--- src/rtl/snr_event_detector.sv ---
`timescale 1ns/1ps
`default_nettype none
// ============================================================================
// Module   : snr_event_detector
// Purpose  : Turns the per-sample snr_db / signal_rms stream from the SNR
//            calculator into discrete acoustic events (claps, beats).
//            An event is confirmed after MIN_ON_SAMPLES consecutive samples
//            at or above ON_THRESH_DB, lasts until a sample falls below
//            OFF_THRESH_DB, and is followed by HOLDOFF_SAMPLES ignored
//            samples. Each event is reported as one record (peak RMS,
//            duration) on a single-entry valid/ready output slot.
// Revision : 1.0 - initial release
// ----------------------------------------------------------------------------
// Ports
//   clk            in   single clock, rising edge
//   reset          in   asynchronous, active-low reset
//   snr_db         in   SNR sample (unsigned dB)
//   signal_rms     in   RMS value paired with snr_db
//   snr_valid      in   input sample present
//   snr_ready      out  sample accepted (low only while in reset)
//   event_valid    out  event record held in the output slot
//   event_ready    in   consumer takes the record
//   event_peak_rms out  max signal_rms over the event
//   event_duration out  samples in the event (saturating)
//   event_count    out  total events detected, including dropped ones
//   event_overflow out  sticky: a record was dropped, slot was full
//   detect_active  out  high while an event is in progress
// ============================================================================
module snr_event_detector #(
  parameter int SNR_WIDTH       = 16,
  parameter int DATA_WIDTH      = 16,
  parameter int ON_THRESH_DB    = 12,
  parameter int OFF_THRESH_DB   = 6,
  parameter int MIN_ON_SAMPLES  = 4,
  parameter int HOLDOFF_SAMPLES = 2400,
  parameter int DUR_WIDTH       = 16,
  parameter int COUNT_WIDTH     = 16
) (
  input  logic                   clk,
  input  logic                   reset,
  input  logic [SNR_WIDTH-1:0]   snr_db,
  input  logic [DATA_WIDTH-1:0]  signal_rms,
  input  logic                   snr_valid,
  output logic                   snr_ready,
  output logic                   event_valid,
  input  logic                   event_ready,
  output logic [DATA_WIDTH-1:0]  event_peak_rms,
  output logic [DUR_WIDTH-1:0]   event_duration,
  output logic [COUNT_WIDTH-1:0] event_count,
  output logic                   event_overflow,
  output logic                   detect_active
);

  // Counter widths sized to hold their terminal values; at least one bit so
  // degenerate parameter choices (holdoff of 0, MIN_ON of 1) still elaborate.
  localparam int c_RUN_W  = (MIN_ON_SAMPLES  > 1) ? $clog2(MIN_ON_SAMPLES + 1)  : 1;
  localparam int c_HOLD_W = (HOLDOFF_SAMPLES > 1) ? $clog2(HOLDOFF_SAMPLES + 1) : 1;

  localparam logic [SNR_WIDTH-1:0] c_ON_THRESH  = SNR_WIDTH'(ON_THRESH_DB);
  localparam logic [SNR_WIDTH-1:0] c_OFF_THRESH = SNR_WIDTH'(OFF_THRESH_DB);
  localparam logic [c_RUN_W-1:0]   c_MIN_ON     = c_RUN_W'(MIN_ON_SAMPLES);
  localparam logic [c_HOLD_W-1:0]  c_HOLDOFF    = c_HOLD_W'(HOLDOFF_SAMPLES);
  localparam logic [DUR_WIDTH-1:0] c_DUR_ONE    = DUR_WIDTH'(1);

  typedef enum logic [1:0] {
    S_IDLE    = 2'd0,
    S_ARMING  = 2'd1,
    S_ACTIVE  = 2'd2,
    S_HOLDOFF = 2'd3
  } state_t;

  state_t                   r_state;
  logic [c_RUN_W-1:0]       r_run;
  logic [c_HOLD_W-1:0]      r_hold;
  logic [DATA_WIDTH-1:0]    r_peak;
  logic [DUR_WIDTH-1:0]     r_dur;

  logic                     r_event_valid;
  logic [DATA_WIDTH-1:0]    r_event_peak_rms;
  logic [DUR_WIDTH-1:0]     r_event_duration;
  logic [COUNT_WIDTH-1:0]   r_event_count;
  logic                     r_event_overflow;
  logic                     r_detect_active;

  logic                     w_accept;
  logic                     w_qual_on;
  logic                     w_qual_hold;
  logic                     w_slot_free;
  logic [c_RUN_W-1:0]       w_run_next;
  logic [c_HOLD_W-1:0]      w_hold_next;
  logic [DUR_WIDTH-1:0]     w_dur_inc;
  logic [DATA_WIDTH-1:0]    w_peak_max;

  // The block never back-pressures: ready simply follows the reset level,
  // so it is low exactly while reset is asserted.
  assign snr_ready   = reset;
  assign w_accept    = snr_valid && snr_ready;

  assign w_qual_on   = (snr_db >= c_ON_THRESH);
  assign w_qual_hold = (snr_db >= c_OFF_THRESH);

  // A new record may load if the slot is empty or is being drained this cycle.
  assign w_slot_free = !r_event_valid || event_ready;

  assign w_run_next  = r_run + 1'b1;
  assign w_hold_next = r_hold + 1'b1;
  assign w_dur_inc   = (&r_dur) ? r_dur : (r_dur + 1'b1);
  assign w_peak_max  = (signal_rms > r_peak) ? signal_rms : r_peak;

  always_ff @(posedge clk or negedge reset) begin
    if (!reset) begin
      r_state          <= S_IDLE;
      r_run            <= '0;
      r_hold           <= '0;
      r_peak           <= '0;
      r_dur            <= '0;
      r_event_valid    <= 1'b0;
      r_event_peak_rms <= '0;
      r_event_duration <= '0;
      r_event_count    <= '0;
      r_event_overflow <= 1'b0;
      r_detect_active  <= 1'b0;
    end else begin
      // Consumer handshake; a record loaded below in the same cycle
      // overrides this clear.
      if (event_ready) begin
        r_event_valid <= 1'b0;
      end

      if (w_accept) begin
        case (r_state)
          S_IDLE: begin
            if (w_qual_on) begin
              r_peak <= signal_rms;
              r_dur  <= c_DUR_ONE;
              if (MIN_ON_SAMPLES == 1) begin
                r_state         <= S_ACTIVE;
                r_detect_active <= 1'b1;
              end else begin
                r_state <= S_ARMING;
                r_run   <= c_RUN_W'(1);
              end
            end
          end

          S_ARMING: begin
            if (w_qual_on) begin
              r_run  <= w_run_next;
              r_dur  <= w_dur_inc;
              r_peak <= w_peak_max;
              if (w_run_next == c_MIN_ON) begin
                r_state         <= S_ACTIVE;
                r_detect_active <= 1'b1;
              end
            end else begin
              // Too short to be an event: forget the partial measurement.
              r_state <= S_IDLE;
              r_run   <= '0;
              r_peak  <= '0;
              r_dur   <= '0;
            end
          end

          S_ACTIVE: begin
            if (w_qual_hold) begin
              r_dur  <= w_dur_inc;
              r_peak <= w_peak_max;
            end else begin
              // The releasing sample itself is not part of the event.
              r_event_count   <= r_event_count + 1'b1;
              r_detect_active <= 1'b0;
              r_run           <= '0;
              r_hold          <= '0;
              if (w_slot_free) begin
                r_event_valid    <= 1'b1;
                r_event_peak_rms <= r_peak;
                r_event_duration <= r_dur;
              end else begin
                r_event_overflow <= 1'b1;
              end
              if (HOLDOFF_SAMPLES == 0) begin
                r_state <= S_IDLE;
              end else begin
                r_state <= S_HOLDOFF;
              end
            end
          end

          S_HOLDOFF: begin
            // SNR is ignored here; only the sample count matters.
            r_hold <= w_hold_next;
            if (w_hold_next == c_HOLDOFF) begin
              r_state <= S_IDLE;
              r_hold  <= '0;
            end
          end

          default: begin
            r_state <= S_IDLE;
          end
        endcase
      end
    end
  end

  assign event_valid    = r_event_valid;
  assign event_peak_rms = r_event_peak_rms;
  assign event_duration = r_event_duration;
  assign event_count    = r_event_count;
  assign event_overflow = r_event_overflow;
  assign detect_active  = r_detect_active;

endmodule
`default_nettype wire

--- config.mk ---
export PLATFORM = sky130hd
export DESIGN_NAME = snr_event_detector
export DESIGN_NICKNAME = d
export VERILOG_FILES = /design/src/rtl/snr_event_detector.sv
export SDC_FILE = /design/constraint.sdc
export NUM_CORES = 1
export LEC_CHECK = 0
export ABC_CLOCK_PERIOD_IN_PS = 2800
export CAP_MARGIN = 0
export CELL_PAD_IN_SITES_DETAIL_PLACEMENT = 0
export CELL_PAD_IN_SITES_GLOBAL_PLACEMENT = 1
export CORE_MARGIN = 1
export CORE_UTILIZATION = 42
export CTS_CLUSTER_SIZE = 30
export DETAILED_ROUTE_END_ITERATION = 7
export GPL_ROUTABILITY_DRIVEN = 0
export HOLD_SLACK_MARGIN = 0.1
export PLACE_DENSITY_LB_ADDON = 0.3
export SYNTH_ARGS = -nofsm -noshare
export SYNTH_HDL_FRONTEND = slang
export SYNTH_SLANG_ARGS = --single-unit
export TNS_END_PERCENT = 100
--- constraint.sdc ---
create_clock -name clk -period 2.8 [get_ports clk]
set_input_delay 0.42 -clock clk [delete_from_list [all_inputs] [get_ports clk]]
set_output_delay 0.42 -clock clk [all_outputs]
set_load 0.005 [all_outputs]
==> flow_summary.yaml <==
synth:
  synth-compound-area-share_pct: 16.9
  yosys_warnings: 0
  synth_area_per_cell_um2: 9.51
  synth_area_um2: 5670
  yosysSeqAreaShare_pct: 44.1
  synth.mux.area_fraction_pct: 4.46
  synth-main-ff-cell: "dfrtp_1"
  syn-instance-count: 596
  synthAdderAreaFrac_pct: 5.74
  synth_seq_cells: 100
  synth-edff-count: 0
  synth_top_family_by_area: "simple AND/OR/NAND/NOR gates"
  synth_nets: 658
  synthXorXnorAreaFrac_pct: 2.78
  synthSimpleGateAreaFrac_pct: 21.0
  async_flop_share_pct: 100
  synth_cell_type_count: 67
finish:
  area_growth_pct: 25.6
  nNetsFinal: 745
  n_antenna_cell: 0
  stdcell_count: 864
  final_common_cell: "dfrtp_1"
  n_fill_cell: 1220
  post_route_cells_drive_above_1_share_pct: 11.9
  most-common-layout-cells: "dfrtp_1 (100), clkdlybuf4s50_1 (85), nand2_1 (65), o21ai_0 (46), nand4_1 (36)"
  post-route-util_pct: 54.0
floorplan:
  core_area_um2: 13200
  fp.dieW_um: 118
  rows: 42
  fp.dieH_um: 118
  initial_core_util_pct: 43.0
  design.die.area_um2: 14000
  ioPinCount: 88
power_and_ir_drop:
  p_leak_nw: 3.08
  vdd_drop_max_uv: 396
  swShare_pct: 39.3
  p_seq_share_pct: 35.8
  pwr_density_cell_nw_per_um2: 725
  p_comb_share_pct: 40.0
  power_mw: 5.16
  p_int_mw: 3.13
  switchingPower_mw: 2.03
  p_clk_share_pct: 24.3
setup_path:
  r2r_end: "r_peak[11]$_DFFE_PN0P_"
  worst_ep_arrival_time_ns: 2.88
  cp_cell_sequence: "inv_1 > ha_1 > a22oi_1 > o211ai_1 > nor2_1 > nand4_1 > nand3_1"
  cp_num_buf_inv: 1
  max_stage_delay_ns: 0.95
  r2r_start: "r_state[0]$_DFFE_PN0P_"
  cp_top_family: "simple AND/OR/NAND/NOR gates"
  endpoint_kind: "register"
  crit_slowest_cell: "nor2_1"
  reg2reg_depth: 7
  cp_data_required_time_ns: 3.08
  ff2ff_setup_slack_ns: 0.20
  startpoint_type: "register"
  crit_fanout: 16
  worst-setup-path-type: "reg -> reg"
sta:
  fmax_mhz: 385
  min_period_ns: 2.60
  setup_tns_ns: 0
  rsz0062_at_grt: "no"
  skew_ns: 0.00917
  relSlewSlack_pct: 20.0
  finalSetupViolations: 0
  final-hold-violation-count: 0
  period_share_pct: 92.7
  timing.hold.ws_ns: 0.184
  worstMarginPinSlew_ns: 1.20
  slew_viol_final: 0
clock_network:
  cts_buffer_depth: 2
  worstSkewPairLatency_ns: 0.35
  post_cts_buffers: 0
  cts.sinks: 100
  cts_root_buf: "clkbuf_16"
  htree_levels: 3
  cts_buffers: 9
  cts.clk_slew.worst_paths_ns: 0.07
  cts_tree: "yes"
global_routing:
  antenna_found_initial: 0
  grt_pass1_wl_um: 23300
  grt_max_degree: 59
  grt_pass1_vias: 4799
  gr-total-overflow: 0
  track_usage_pct: 20.6
flow_run:
  drv_cap: 0
route:
  wl_per_cell_um: 16.0
  via_count: 4884
  routed_wl_um: 13800
  drt_iter0_drc: 239
  detail-route-antenna-nets: 0
  drc: 0
  via_per_inst: 5.65
  drtPass1Iterations: 5
status:
  outcome: "finished, final reports clean"
place:
  hpwl_um: 9690
  placed_cells: 848
  portBuffers: 86
hold_path:
  hold_path_class: "in -> async"
[flip-flops by register name (all words and copies together) (netlist names), named ones only]
signal and count:
event_count 16, event_overflow 1, r_state 1, r_peak 16
detect_active 1, event_peak_rms 16, r_dur 16, r_run 3
r_hold 12, event_duration 16, event_valid 1
[cells by family (layout without fill, tap and decap cells)]
group,count (synthesis),after routing
simple gates,216,216
compound gates,148,148
fa+ha+maj,26,26
buf+inv,65,157
mux,23,23
xor+xnor,18,18
flops,100,100
[layer usage]
| metal | track usage (%) | vias to the layer above | share of wire [%] |
|---|---|---|---|
| met5 | 0 | - | 0 |
| met4 | 5.93 | 0 | 0.94 |
| met3 | 4.30 | 9 | 5.1 |
| met2 | 33.8 | 122 | 46 |
| met1 | 27.5 | 2371 | 48 |
| li1 | - | 2382 | - |
[area by class of cell]
type | instances | area [µm²] | share of cell area [%]
Clock buffer | 9 | 225 | 3.16
Clock inverter | 7 | 76.3 | 1.07
Inverter | 27 | 101 | 1.42
Sequential cell | 100 | 2500 | 35.1
Tap cell | 176 | 220 | 3.09
Timing Repair Buffer | 114 | 1090 | 15.4
Multi-Input combinational cell | 431 | 2900 | 40.7
[Yosys cell counts, types with 3 or more instances]
master     instances  area, µm²
a21oi_1           35        175
a2bb2oi_1          4       35.0
a31oi_1            5       31.3
a41oi_1            7       61.3
and2_1             4       25.0
and3_1             9       56.3
and4_1             4       35.0
buf_2              7       35.0
clkbuf_1          24       90.1
dfrtp_1          100       2500
ha_1              26        325
inv_1             27        101
mux2_2            18        203
mux2i_1            5       50.1
nand2_1           65        244
nand3_1           26        130
nand4_1           36        225
nor2_1            17       63.8
nor3_1             7       35.0
nor3b_1           15        113
nor4_1             9       56.3
o211ai_1          20        150
o21ai_0           46        230
o31ai_1            6       45.0
or3_1              3       18.8
xnor2_1           11       96.3
xor2_1             7       61.3
[worst max path at each step]
stage,start,to,slack [ns],cells after the start
2_1_floorplan,r_state[0]$_DFFE_PN0P_,r_peak[10]$_DFFE_PN0P_,0.57,10
3_3_place_gp,snr_db[14],r_dur[6]$_DFFE_PN0P_,-0.007,7
3_5_place_dp,snr_db[12],event_count[15]$_DFFE_PN0P_,-0.04,8
4_1_cts,r_state[0]$_DFFE_PN0P_,r_peak[11]$_DFFE_PN0P_,0.21,7
5_1_grt,r_state[0]$_DFFE_PN0P_,r_peak[11]$_DFFE_PN0P_,0.06,7
6_report,r_state[0]$_DFFE_PN0P_,r_peak[11]$_DFFE_PN0P_,0.20,7
[per-stage QoR]
stage | instance area (µm²) | worst slack, ns
2_1_floorplan | 5670 | 0.574
3_3_place_gp | 6810 | -0.00697
3_5_place_dp | 6810 | -0.0435
4_1_cts | 7110 | 0.211
5_1_grt | 7120 | 0.0640
6_report | 7120 | 0.203
[what timing repair did]
item,CTS,global route
resized for setup,0,1
hold buffers,0,0
endpoints found under the setup margin,0,1
[power by group through the flow]
stage	clock network [mW]	logic, mW	registers, mW
3_5_place_dp	0	2.06	1.87
4_1_cts	1.30	2.06	1.84
5_1_grt	1.35	2.33	1.88
6_report	1.25	2.06	1.85
3_3_place_gp	0	1.99	1.86
2_1_floorplan	0	1.40	1.81
No activity file was read; power rests on OpenSTA's default activity.
